--- src/rtl/register_file.sv ---
// Architectural register file x0..x31 with per-register ROB rename tags.
// Decoder issue renames rd; ROB commit writes values and retires matching tags.
`ifndef ROB_SIZE_BIT
`define ROB_SIZE_BIT 4
`endif

module register_file #(
    parameter int ROB_SIZE_BIT = `ROB_SIZE_BIT
) (
    input  logic                    clk_in,
    input  logic                    rst_in,
    input  logic                    rdy_in,
    input  logic [4:0]              rob_set_idx,
    input  logic [31:0]             rob_set_reg_val,
    input  logic [ROB_SIZE_BIT-1:0] rob_set_recorder,
    input  logic                    issue_valid,
    input  logic [4:0]              issue_rd,
    input  logic [ROB_SIZE_BIT-1:0] issue_rob_idx,
    input  logic                    clear,
    input  logic [4:0]              query_rs1,
    output logic [31:0]             rs1_val,
    output logic                    rs1_has_dep,
    output logic [ROB_SIZE_BIT-1:0] rs1_dep,
    input  logic [4:0]              query_rs2,
    output logic [31:0]             rs2_val,
    output logic                    rs2_has_dep,
    output logic [ROB_SIZE_BIT-1:0] rs2_dep
);

    // Commit and issue are fire-and-forget: a request is taken whenever rdy_in is
    // high and clear is low; there is no ready/acknowledge path back to the ROB.
    logic [31:0]             r_regs      [32];
    logic [31:0]             r_dep_valid;
    logic [ROB_SIZE_BIT-1:0] r_dep       [32];

    logic w_live;
    logic w_commit;
    logic w_tag_match;
    logic w_issue;

    assign w_live      = rdy_in && !clear;
    assign w_commit    = rob_set_idx != 5'd0;
    assign w_tag_match = r_dep_valid[rob_set_idx] && (r_dep[rob_set_idx] == rob_set_recorder);
    assign w_issue     = issue_valid && (issue_rd != 5'd0);

    always_ff @(posedge clk_in) begin
        if (rst_in) begin
            r_dep_valid <= '0;
            for (int i = 0; i < 32; i++) begin
                r_regs[i] <= '0;
                r_dep[i]  <= '0;
            end
        end else if (rdy_in) begin
            if (clear) begin
                r_dep_valid <= '0;
            end else begin
                if (w_commit) begin
                    r_regs[rob_set_idx] <= rob_set_reg_val;
                    if (w_tag_match) begin
                        r_dep_valid[rob_set_idx] <= 1'b0;
                    end
                end
                // Issue is placed last so a same-register rename overrides the retire.
                if (w_issue) begin
                    r_dep_valid[issue_rd] <= 1'b1;
                    r_dep[issue_rd]       <= issue_rob_idx;
                end
            end
        end
    end

    always_comb begin
        rs1_val     = r_regs[query_rs1];
        rs1_has_dep = r_dep_valid[query_rs1];
        rs1_dep     = r_dep[query_rs1];
        if (query_rs1 == 5'd0) begin
            rs1_val     = '0;
            rs1_has_dep = 1'b0;
            rs1_dep     = '0;
        end else if (w_live && w_commit && (rob_set_idx == query_rs1) && w_tag_match) begin
            rs1_val     = rob_set_reg_val;
            rs1_has_dep = 1'b0;
        end
    end

    always_comb begin
        rs2_val     = r_regs[query_rs2];
        rs2_has_dep = r_dep_valid[query_rs2];
        rs2_dep     = r_dep[query_rs2];
        if (query_rs2 == 5'd0) begin
            rs2_val     = '0;
            rs2_has_dep = 1'b0;
            rs2_dep     = '0;
        end else if (w_live && w_commit && (rob_set_idx == query_rs2) && w_tag_match) begin
            rs2_val     = rob_set_reg_val;
            rs2_has_dep = 1'b0;
        end
    end

endmodule
--- config.mk ---
export PLATFORM = sky130hd
export DESIGN_NAME = register_file
export DESIGN_NICKNAME = d
export VERILOG_FILES = /design/src/rtl/register_file.sv
export SDC_FILE = /design/constraint.sdc
export NUM_CORES = 2
export LEC_CHECK = 0
export BUFFER_PORTS_ARGS = -buffer_cell sky130_fd_sc_hd__buf_2
export CAP_MARGIN = 5
export CORE_AREA = 2 2 343 430
export DETAILED_ROUTE_END_ITERATION = 7
export DIE_AREA = 0 0 345 432
export GPL_TIMING_DRIVEN = 0
export PLACE_DENSITY = 0.64
export RECOVER_POWER = 100
export SYNTH_ARGS = -nofsm -noshare
export SYNTH_HDL_FRONTEND = slang
export SYNTH_SLANG_ARGS = --single-unit
--- constraint.sdc ---
create_clock -name clk_in -period 9.48 [get_ports clk_in]
set_input_delay 0.474 -clock clk_in [delete_from_list [all_inputs] [get_ports clk_in]]
set_output_delay 0.474 -clock clk_in [all_outputs]
set_load 0.02 [all_outputs]
* Yosys cells after proc, flatten, opt, wreduce, memory -nomap -nowiden *
Memories as Yosys holds them, arrays and structs flattened.
Cells that the tools add are included.

storage, ports and cells
  flip-flop bits (word level) = 32
  bits in writable memories = 1152
  memories kept = 2

operators by class
  order comparisons = 6
  equal/unequal tests = 3
  mux-type cells = 45
  bitwise gates (word level) = 3
  reductions and logical operators = 17

memories
  name    depth  width  rd ports  clocked after Yosys merged registers in  wr ports  RTL line  RTL
  r_regs  32     32     2         0                                        32        32        logic [31:0] r_regs [32];
  r_dep   32     4      3         0                                        32        34        logic [ROB_SIZE_BIT-1:0] r_dep [32];

operator list
  operator            number
  $mux 32             12
  $and 32x32->32      1
  $not 32->32         1
  $or 32x32->32       1
  $reduce_or 32->1    1
  $lt 5x6->1 const B  4
  $mux 1              23
  $bmux 1 s5          3
  $mux 4              3
  $demux 1 s5         2
  $eq 5x5->1          2
  $ge 5x1->1 const B  2
  $logic_and 1x1->1   10
  $logic_not 5->1     2
  $mux 5              2
  $reduce_bool 5->1   2
  $eq 4x4->1          1
  $reduce_or 4->1     1
  $logic_not 1->1     1

* Depth between registers and ports, before layout *
  word-level depth = 14
  depth in mapped cells = 14
  mapped depth without buffers = 8

* Worst setup path before layout *
Ideal clock, no wire load.

  path kind = in2reg
  start point = input rob_set_idx[0]
  end point = memory r_regs[13][0] (enable)
  arrival = 3490 ps
  slack = 5562 ps
  stages = 10
  cells stage by stage = buf_4 buf_6 buf_4 buf_4 buf_2 nor2b_1 nand2_1 clkbuf_1 clkbuf_1 o21bai_1

RTL lines
  element          RTL line  RTL
  start, declared  13        input logic [4:0] rob_set_idx,
  end, declared    32

* Final worst setup path *
  start point = input query_rs1[1]
  end point = output rs1_val[22]

between the ends
  longest elaborated chain between the ends = 5
  elaborated cells on any way between the ends = 7
  those cells by class = eq/ne (1); mux (2); reduce/logical (3); memory (1)

ends and longest elaborated chain
  element                                                                RTL line  RTL
  start, declared                                                        20        input logic [4:0] query_rs1,
  parallel branches: the longest is 4 deep, another holds $mem_v2 32x32  n/a
  $mux 32 *                                                              76        if (query_rs1 == 5'd0) begin
  end, declared                                                          21        output logic [31:0] rs1_val,

Mark *: on every way between the ends.

==> results.py <==
metrics = {
    "clock_tree": {
        "ctsResizeCount": 0,
        "clk_pin_slew_worst_paths_ns": 0.06,
        "ctsHoldBuffers": 0,
        "postCtsSetupBuffers": 0,
        "clock_sinks": 1184,
        "cts_tree": "built",
        "clk_path_buf_depth": 3,
        "h-tree-depth": 3,
        "cts_root_buffer": "clkbuf_16",
        "cts_buffers": 120,
        "clk_latency_ns": 0.83,
    },
    "worst_hold_path": {
        "whs_path_depth": 2,
        "hp-class": "input pin to register",
    },
    "yosys": {
        "ys_warn_count": 0,
        "synth_ff_type": "edfxtp_1",
        "yosysSeqAreaShare_pct": 54.3,
        "synth_edf_count": 1152,
        "synth.distinct_cells": 57,
        "synth_area_um2": 64900,
        "yosysTopAreaCellShare_pct": 53.3,
        "synth_area_leader_cell": "edfxtp_1",
        "ys_ff_latch": 1184,
        "netlist_top_cells_area": "edfxtp_1 53%, mux4_2 26%, nor3_1 7.7%",
        "synthArstFlopShare_pct": 0,
        "netlist_instances": 4279,
        "syn_area_per_cell_um2": 15.2,
    },
    "routing": {
        "drt_wl_total_um": 279000,
        "route.vias.total": 48700,
        "drc": 0,
        "wl_per_cell_um": 42.1,
        "drtPass1Iterations": 7,
        "drt_iter0_markers": 8159,
        "via_per_inst": 7.36,
        "final_antenna_net_count": 0,
    },
    "worst_setup_path": {
        "cp.arrival_ns": 8.16,
        "r2r_slack_ns": 4.68,
        "end_kind": "output pin",
        "crit_type": "input pin to output pin",
        "path_cells": "clkbuf_1 > clkbuf_1 > clkbuf_1 > clkbuf_1 > xnor2_1 > nand4_1 > nor3_1 > clkbuf_1 > clkbuf_1 > a31oi_1 > a311oi_1 > clkbuf_1",
        "critPathMaxStageDelay_ns": 1.49,
        "crit_fanout": 10,
        "crit_path_start_kind": "input pin",
        "cp_slowest_cell": "clkbuf_1",
        "crit_required_ns": 9.01,
        "path_common_cell": "clkbuf_1",
        "worst_r2r_path_depth": 9,
    },
    "global_routing": {
        "antenna_found_initial": 21,
        "overflow": 0,
        "grt_max_degree": 22,
        "track_usage_pct": 37.5,
        "first_global_vias": 47700,
        "grt_pass1_wl_um": 383000,
    },
    "floorplan": {
        "die_w_um": 345,
        "core_area_um2": 145000,
        "initial_core_util_pct": 44.6,
        "io_pins": 139,
        "rows": 157,
        "die_h_um": 432,
        "dieArea_um2": 149000,
    },
    "placed_design": {
        "io_buffers": 124,
        "place.gp.congestion": 1.04,
        "post-place-cells": 6383,
        "hpwl_um": 208000,
    },
    "sta": {
        "max_freq_mhz": 116,
        "tns_ns": 0,
        "maxSlewViolCount": 934,
        "setup_viol": 0,
        "worst_slew_pin_slew_ns": 2.51,
        "hold_viol_final": 0,
        "min_period_over_period_pct": 91.1,
        "period_minus_slack_ns": 8.63,
        "relSlewSlack_pct": -67.9,
        "skew_ns": 0.0606,
        "rsz0062_at_grt": "false",
    },
    "pwr": {
        "p_leak_uw": 0.0213,
        "power.density_nw_per_um2": 181,
        "vdd_ir_drop_max_v": 0.000164,
    },
    "finish": {
        "regArea_um2": 35200,
        "syn2layout_area_growth_pct": 10.7,
        "multi_input_area_um2": 27300,
        "fin_nets": 4666,
        "fillers": 12600,
        "drive_gt1_share_pct": 24.7,
        "layoutNonFillerInstCount": 6622,
    },
    "outcome": {
        "status": "finished with violations",
        "violations": "capacitance limit, slew limit",
    },
    "run": {
        "maxCapViolations": 59,
    },
}
worst paths after layout:
kind | start | to
setup / recovery | query_rs1[1] | rs1_val[22]
hold / removal | issue_rob_idx[0] | r_dep[31][0]
setup reg to reg | r_dep[27][1] | r_dep_valid[2]
hold reg to reg | r_dep_valid[0] | r_dep_valid[0]
power by group:
group | internal [uW] | switching, uW | total (uW)
Sequential | 6020 | 150 | 6170
Clock | 2430 | 2190 | 4630
Combinational | 779 | 1410 | 2190
Total | 9230 | 3750 | 13000
worst max-delay path, delay by kind of cell:
kind                      cells  cell delay (ns)
AOI/OAI and AO/OA             2             1.26
buffers and inverters         7             5.01
xor gates and xnor gates      1             0.25
and+or+nand+nor               2             1.12
layout make-up:
cell class	count	area share, %
Antenna cell	20	0.0697
Clock inverter	60	0.620
Clock buffer	155	4.42
Buffer	596	3.27
Tap cell	1908	3.32
Inverter	33	0.172
Sequential cell	1184	49.0
Timing Repair Buffer	165	1.12
Multi-Input combinational cell	2501	38.0
Yosys cell counts, types with 12 or more instances:
cell type and n:
a311oi_1 64, a31o_2 24, a31oi_1 65, and2_1 126, buf_1 80, buf_2 38
buf_4 12, clkbuf_1 461, dfxtp_1 32, edfxtp_1 1152, inv_1 33, mux2_2 70
mux2i_1 51, mux4_2 757, nand3_1 34, nor2_1 82, nor3_1 1003, o21bai_1 31
or2_2 33
through the flow:
stage               setup slack (ns)  power (uW)  instance area, um^2  util [%]  hold slack, ns
floorplan                       5.56        7450                65000         -           0.462
global placement                2.11        8320                68000      46.8           0.501
detailed placement              2.71        8400                69300      47.6           0.505
CTS                             2.70       12900                72900      50.1          0.0934
global route                    1.17       13200                71800      49.4           0.106
finish                         0.847       13000                71800      49.4          0.0845
cells in the final DEF, fill, tap and decap left out, types with 6 or more instances in the layout:
master | synthesis | layout
buf_1 | 80 | 57
o21bai_1 | 31 | 31
or2_2 | 33 | 33
clkinv_2 | 0 | 13
a311oi_1 | 64 | 64
buf_2 | 38 | 101
nand2_1 | 11 | 11
clkinv_1 | 0 | 33
dfxtp_1 | 32 | 32
nand3b_1 | 10 | 10
nor3_1 | 1003 | 1003
clkbuf_16 | 0 | 122
nand3_1 | 34 | 34
a31oi_1 | 65 | 65
mux2i_1 | 51 | 51
xor2_1 | 6 | 6
conb_1 | 1 | 36
and2_0 | 0 | 90
nor2_1 | 82 | 82
clkbuf_1 | 461 | 618
mux2_2 | 70 | 70
and2_1 | 126 | 36
o22ai_1 | 10 | 10
diode_2 | 0 | 20
mux4_2 | 757 | 757
xnor2_1 | 6 | 6
a31o_1 | 7 | 7
inv_1 | 33 | 33
a31o_2 | 24 | 24
buf_4 | 12 | 7
edfxtp_1 | 1152 | 1152
nand2b_1 | 9 | 9
sequential cells by signal, summed over array words and instances (netlist names):
register	count
r_regs	1024
r_dep	128
r_dep_valid	32
metal layers:
layer	wire length [um]	up-vias	share of wire, %	global-route usage (%)
met4	32600	8	12	34.2
met2	122000	4629	44	55.5
met5	48	-	0.017	0.0648
li1	-	18300	-	-
met1	88400	24600	32	43.7
met3	35700	1200	13	11.8
cell families after synthesis:
| kind of cell | after synthesis | share of synthesized area [%] |
|---|---|---|
| compound gates | 232 | 2.73 |
| xor+xnor | 12 | 0.162 |
| buf+inv | 629 | 3.84 |
| flops | 1184 | 54.3 |
| mux | 878 | 28.3 |
| other cells | 1 | 0.00578 |
| simple gates | 1343 | 10.7 |
(Power assumes the default switching activity.)
